## config.mk

```make
export PLATFORM = sky130hd
export DESIGN_NAME = result_fwd_pipe
export DESIGN_NICKNAME = d
export VERILOG_FILES = /design/src/rtl/result_fwd_pipe.sv
export SDC_FILE = /design/constraint.sdc
export NUM_CORES = 2
export LEC_CHECK = 0
export CAP_MARGIN = 20
export CORE_AREA = 8 8 684 686
export CTS_CLUSTER_SIZE = 28
export DETAILED_ROUTE_END_ITERATION = 12
export DIE_AREA = 0 0 692 694
export GPL_TIMING_DRIVEN = 0
export MAX_ROUTING_LAYER = met4
export PLACE_DENSITY_LB_ADDON = 0.25
export SYNTH_ARGS = -nofsm -noshare
export SYNTH_HDL_FRONTEND = slang
export SYNTH_SLANG_ARGS = --single-unit
```

## constraint.sdc

```tcl
create_clock -name clk -period 2.6 [get_ports clk]
set_input_delay 0.52 -clock clk [delete_from_list [all_inputs] [get_ports clk]]
set_output_delay 0.52 -clock clk [all_outputs]
set_load 0.01 [all_outputs]
```

## src/rtl/result_fwd_pipe.sv

```systemverilog
// Result staging/forwarding pipe: units inject at fixed stages, entries drain to a registered
// writeback port. Optional collision counter output enabled by RESULT_FWD_PIPE_STATS_EN.
module result_fwd_pipe #(
  parameter int DATA_W = 128,
  parameter int ADDR_W = 7,
  parameter int DEPTH = 7,
  parameter int NUM_UNITS = 3,
  parameter logic [NUM_UNITS*4-1:0] INJ_STAGES = {4'd1, 4'd6, 4'd4},
  parameter int NUM_LOOKUP = 2
) (
  input  logic                         clk,
  input  logic                         reset,
  input  logic [NUM_UNITS-1:0]         unit_valid,
  input  logic [NUM_UNITS*DATA_W-1:0]  unit_data,
  input  logic [NUM_UNITS*ADDR_W-1:0]  unit_addr,
  input  logic [DEPTH-1:0]             kill_mask,
  input  logic [NUM_LOOKUP*ADDR_W-1:0] lk_addr,
  output logic [NUM_LOOKUP-1:0]        lk_hit,
  output logic [NUM_LOOKUP*DATA_W-1:0] lk_data,
  output logic [DEPTH*DATA_W-1:0]      fw_data,
  output logic [DEPTH*ADDR_W-1:0]      fw_addr,
  output logic [DEPTH-1:0]             fw_write,
  output logic [DATA_W-1:0]            wb_data,
  output logic [ADDR_W-1:0]            wb_addr,
  output logic                         wb_write,
  output logic                         coll,
  output logic [ADDR_W-1:0]            coll_addr
`ifdef RESULT_FWD_PIPE_STATS_EN
  ,
  output logic [15:0]                  coll_count
`endif
);

  logic [DEPTH-1:1] w_disp;
  logic             w_coll_any;
  logic [ADDR_W-1:0] w_coll_addr;
  logic [DATA_W-1:0] r_wb_data;
  logic [ADDR_W-1:0] r_wb_addr;
  logic              r_wb_write;
  logic              r_coll;
  logic [ADDR_W-1:0] r_coll_addr;
  logic              w_unused;

  // Stage 0 has no register; it only feeds the shift into stage 1.
  assign w_unused               = kill_mask[0];
  assign fw_data[DATA_W-1:0]    = '0;
  assign fw_addr[ADDR_W-1:0]    = '0;
  assign fw_write[0]            = 1'b0;

  generate
    for (genvar gi = 1; gi < DEPTH; gi++) begin : g_stage
      logic              w_inj;
      logic [DATA_W-1:0] w_next_data;
      logic [ADDR_W-1:0] w_next_addr;
      logic [DATA_W-1:0] r_data;
      logic [ADDR_W-1:0] r_addr;
      logic              r_write;

      // Descending scan so the lowest unit index wins an (illegal) shared stage.
      always_comb begin
        w_inj       = 1'b0;
        w_next_data = fw_data[(gi-1)*DATA_W +: DATA_W];
        w_next_addr = fw_addr[(gi-1)*ADDR_W +: ADDR_W];
        for (int u = NUM_UNITS - 1; u >= 0; u--) begin
          if (unit_valid[u] && (INJ_STAGES[u*4 +: 4] == 4'(gi))) begin
            w_inj       = 1'b1;
            w_next_data = unit_data[u*DATA_W +: DATA_W];
            w_next_addr = unit_addr[u*ADDR_W +: ADDR_W];
          end
        end
      end

      assign w_disp[gi] = w_inj & fw_write[gi-1];

      always_ff @(posedge clk) begin
        if (reset) begin
          r_data  <= '0;
          r_addr  <= '0;
          r_write <= 1'b0;
        end else begin
          r_data  <= w_next_data;
          r_addr  <= w_next_addr;
          r_write <= (w_inj | fw_write[gi-1]) & ~kill_mask[gi];
        end
      end

      assign fw_data[gi*DATA_W +: DATA_W] = r_data;
      assign fw_addr[gi*ADDR_W +: ADDR_W] = r_addr;
      assign fw_write[gi]                 = r_write;
    end
  endgenerate

  always_comb begin
    w_coll_any  = |w_disp;
    w_coll_addr = '0;
    for (int s = DEPTH - 1; s >= 1; s--) begin
      if (w_disp[s]) begin
        w_coll_addr = fw_addr[(s-1)*ADDR_W +: ADDR_W];
      end
    end
  end

  always_ff @(posedge clk) begin
    if (reset) begin
      r_wb_data   <= '0;
      r_wb_addr   <= '0;
      r_wb_write  <= 1'b0;
      r_coll      <= 1'b0;
      r_coll_addr <= '0;
    end else begin
      r_wb_data  <= fw_data[(DEPTH-1)*DATA_W +: DATA_W];
      r_wb_addr  <= fw_addr[(DEPTH-1)*ADDR_W +: ADDR_W];
      r_wb_write <= fw_write[DEPTH-1];
      r_coll     <= w_coll_any;
      if (w_coll_any) begin
        r_coll_addr <= w_coll_addr;
      end
    end
  end

  assign wb_data   = r_wb_data;
  assign wb_addr   = r_wb_addr;
  assign wb_write  = r_wb_write;
  assign coll      = r_coll;
  assign coll_addr = r_coll_addr;

  // Writeback is checked first, then stages oldest-to-youngest, so the youngest match wins.
  always_comb begin
    lk_hit  = '0;
    lk_data = '0;
    for (int k = 0; k < NUM_LOOKUP; k++) begin
      if (r_wb_write && (r_wb_addr == lk_addr[k*ADDR_W +: ADDR_W])) begin
        lk_hit[k]                   = 1'b1;
        lk_data[k*DATA_W +: DATA_W] = r_wb_data;
      end
      for (int s = DEPTH - 1; s >= 1; s--) begin
        if (fw_write[s] && (fw_addr[s*ADDR_W +: ADDR_W] == lk_addr[k*ADDR_W +: ADDR_W])) begin
          lk_hit[k]                   = 1'b1;
          lk_data[k*DATA_W +: DATA_W] = fw_data[s*DATA_W +: DATA_W];
        end
      end
    end
  end

`ifdef RESULT_FWD_PIPE_STATS_EN
  logic [15:0] r_coll_count;

  always_ff @(posedge clk) begin
    if (reset) begin
      r_coll_count <= '0;
    end else if (w_coll_any && (r_coll_count != 16'hFFFF)) begin
      r_coll_count <= r_coll_count + 16'd1;
    end
  end

  assign coll_count = r_coll_count;
`endif

endmodule
```

==> impl_metrics.env <==
export IMPL_layoutNonFillerInstCount=13804
export IMPL_antenna_found_initial=232
export IMPL_worst_slew_pin_slew_ns=1.240
export IMPL_met2_usage_pct=45.04
export IMPL_async_flop_share_pct=0
export IMPL_use_met1_pct=29.07
export IMPL_startpoint="g_stage[2].r_addr[3]$_SDFF_PP0_"
export IMPL_clk_path_buf_depth=4
export IMPL_slew_viol_final=0
export IMPL_yosys_warnings=0
export IMPL_clk_pin_slew_ns=0.07
export IMPL_wl_per_cell_um=50.03
export IMPL_worst_path_max_delay_cell="a221oi_2"
export IMPL_clock_skew_final_ns=0.06490
export IMPL_core_area_um2=457400
export IMPL_critPathKind="register to primary output"
export IMPL_ant_nets=0
export IMPL_syn_instance_count=5283
export IMPL_relSlewSlack_pct=17.33
export IMPL_regToRegSetupSlack_ns=0.38
export IMPL_dpl_cell_count=13179
export IMPL_setup_worst_path_end="lk_data[92]"
export IMPL_grt_pass1_wl_um=815600
export IMPL_htree_levels=4
export IMPL_cp_top_family="buffers and inverters"
export IMPL_start_util_pct=10.20
export IMPL_min_delay_start="unit_data[350]"
export IMPL_fillers=50533
export IMPL_yosysSeqAreaShare_pct=41.19
export IMPL_r2r_end="coll_addr[4]$_SDFFE_PP0P_"
export IMPL_top_usage_layer="met2"
export IMPL_fin_crit_ns=4.107
export IMPL_r2r_start="g_stage[3].r_write$_SDFF_PP0_"
export IMPL_powerDensity_nw_per_um2=477.9
export IMPL_cpPeakStageDelay_ns=0.39
export IMPL_total_power_mw=42.58
export IMPL_grt_usage_pct=27.82
export IMPL_fmax_mhz=243.5
export IMPL_area_growth_pct=90.97
export IMPL_fin_setup_tns_ns=-506.51
export IMPL_rsz0062_at_grt="yes"
export IMPL_cap_violations=0
export IMPL_peakVddDrop_uv=400.3
export IMPL_drtPass1Iterations=6
export IMPL_cts_tree="built"
export IMPL_grt_pass1_vias=55737
export IMPL_cp_end_kind="primary output"
export IMPL_grt_max_degree=12
export IMPL_status="complete, but fails checks"
export IMPL_setup_violations=1102
export IMPL_drt_initial_drc_count=7012
export IMPL_clock_sinks=960
export IMPL_nets=7973
export IMPL_io_buffers=1631
export IMPL_die_x_um=692
export IMPL_vias=59369
export IMPL_rows=249
export IMPL_worst_path_buf_inv=7
export IMPL_pre_cts_slack_ns=-3.276
export IMPL_avgSynthCellArea_um2=8.831
export IMPL_overflow=0
export IMPL_cts_buffers_inserted=145
export IMPL_fin_util_pct=19.48
export IMPL_synth_edff_count=0
export IMPL_crit_path_start_kind="register"
export IMPL_fp_dieArea_um2=480200
export IMPL_hold_viol=0
export IMPL_synth_ff_type="dfxtp_1"
export IMPL_use_met3_pct=12.07
export IMPL_violations="negative setup slack"
export IMPL_layout_drive_gt1_share_pct=25.97
export IMPL_synthesis_area_um2=46660
export IMPL_hpwl_um=555100
export IMPL_fin_crit_sh_pct=158.0
export IMPL_vias_per_cell=4.301
export IMPL_clk_latency_ns=0.90
export IMPL_crit_chain="xor2_2 -> nor4_2 -> buf_4 -> nand4_1 -> buf_6 -> buf_12 -> nand2_8 -> buf_12 -> buf_16 -> buf_16 -> o22ai_4 -> a221oi_2 -> buf_2"
export IMPL_drc=0
export IMPL_worst_slack_ns=-1.507
export IMPL_p_leak_nw=34.30
export IMPL_holdPathStages=2
export IMPL_synth_cell_types=49
export IMPL_required_ns=2.08
export IMPL_hp_class="input pin to register"
export IMPL_cp_depth=13
export IMPL_drt_total_wl_um=690600
export IMPL_cts_root_buffer_cell="clkbuf_16"
export IMPL_ys_seq_elements=960
export IMPL_critPathArrivalTime_ns=3.59
export IMPL_routabilityCongestion=0.9185
export IMPL_cts_hold_buf=0
export IMPL_dieHeight_um=694
export IMPL_cp_max_fo=5
export IMPL_ios=1785
export IMPL_ff2ff_path_depth=6
-- cell usage after synthesis, types with 88 or more instances --
library cell  instances  area, µm²
dfxtp_1             960      19220
nor2_1              614       2305
nor2b_1             543       3397
nand2_1             396       1486
o221ai_1            371       3249
clkbuf_1            370       1389
mux2i_1             270       2703
a21o_1              246       1847
a221oi_1            164       1436
buf_4               160       1201
and2_1              137      857.1
buf_2               118      590.6
a211oi_1            100      750.7
a32oi_1             100      875.8
a22o_1               99      867.1
o22ai_1              89      556.8
a21oi_1              88      440.4
-- metrics by stage --
step,hold WS (ns),area [µm²]
after floorplan,0.4747,49280
after global placement,0.4878,73140
after detailed placement,0.4892,75330
after CTS,0.08423,85510
after global routing,0.1321,89040
final,0.1710,89100
-- worst min-delay path by stage --
stage / end / slack (ns)
finish: g_stage[1].r_data[94]$_SDFF_PP0_ / 0.17
global route: g_stage[2].r_write$_SDFF_PP0_ / 0.13
CTS: g_stage[1].r_data[94]$_SDFF_PP0_ / 0.08
detailed placement: g_stage[5].r_data[65]$_SDFF_PP0_ / 0.49
global placement: coll_addr[2]$_SDFFE_PP0P_ / 0.49
floorplan: wb_write$_SDFF_PP0_ / 0.47
-- kinds of logic after synthesis --
group	count (synthesis)	share of synthesized area, %
other	1	0.008038
muxes	270	5.793
xor gates and xnor gates	98	1.840
buffers and inverters	680	7.107
and+or+nand+nor	1772	18.36
DFF	960	41.19
AOI/OAI and AO/OA	1502	25.70
-- sequential cells by signal, summed over array words and instances, names as in the netlist --
name	count
coll_addr	7
g_stage.r_addr	42
wb_write	1
g_stage.r_data	768
g_stage.r_write	6
coll	1
wb_data	128
wb_addr	7
-- metal layers --
layer	vias up	wire length [µm]
met2	4253	318400
met5	-	0
li1	23872	-
met3	1194	79960
met4	0	46240
met1	30050	246100
-- final cells by class --
type                       count  area, µm²  area share, %
multi-input combinational   3778      28560          32.05
timing repair buffer        1987      21660          24.31
sequential                   960      19340          21.71
tap                         6024       7537          8.459
buffer                       667       6905          7.750
clock buffer                 205       4084          4.583
clock inverter                51      683.2         0.7667
antenna                      129      322.8         0.3623
inverter                       3      11.26        0.01264
-- placed cells by master, fill, tap and decap left out, types with 53 or more instances in the layout --
cell             count
a21o_1             244
a21oi_1             66
a221o_1             71
a221oi_1            80
a221oi_2            75
a22o_1              98
a22oi_2             65
a32oi_2             53
and2_1             135
buf_12             153
buf_16              82
buf_2               80
buf_4              358
buf_6              150
buf_8               78
clkbuf_1           153
clkbuf_16          201
clkbuf_2            78
clkbuf_4            53
clkbuf_8            72
clkdlybuf4s50_1   1373
conb_1             136
dfxtp_1            909
diode_2            129
mux2i_1            270
nand2_1            371
nor2_1             565
nor2b_1            543
o221ai_1           247
o221ai_2           112
o22ai_1             73
-- report_power, final --
group,switching [mW],internal [mW]
clock network,9.10,12.1
logic,2.77,2.23
registers,1.21,15.2
total,13.1,29.5
-- worst reg2reg max path: cells and delay by family (launching register included) --
kind	cells	cell delay (ns)
AND/OR/NAND/NOR	3	0.66
AO/OA/AOI/OAI	1	0.26
buffers and inverters	2	0.76
flip-flops	1	0.42
-- timing repair --
action | in CTS | in global routing
gates resized for setup | 2043 | 787
cloned | 26 | 24
buffers inserted | 122 | 84
pin swaps | 100 | 196
setup endpoints to repair | 1236 | 1169
Note: power is estimated with default switching activity, not from simulation.
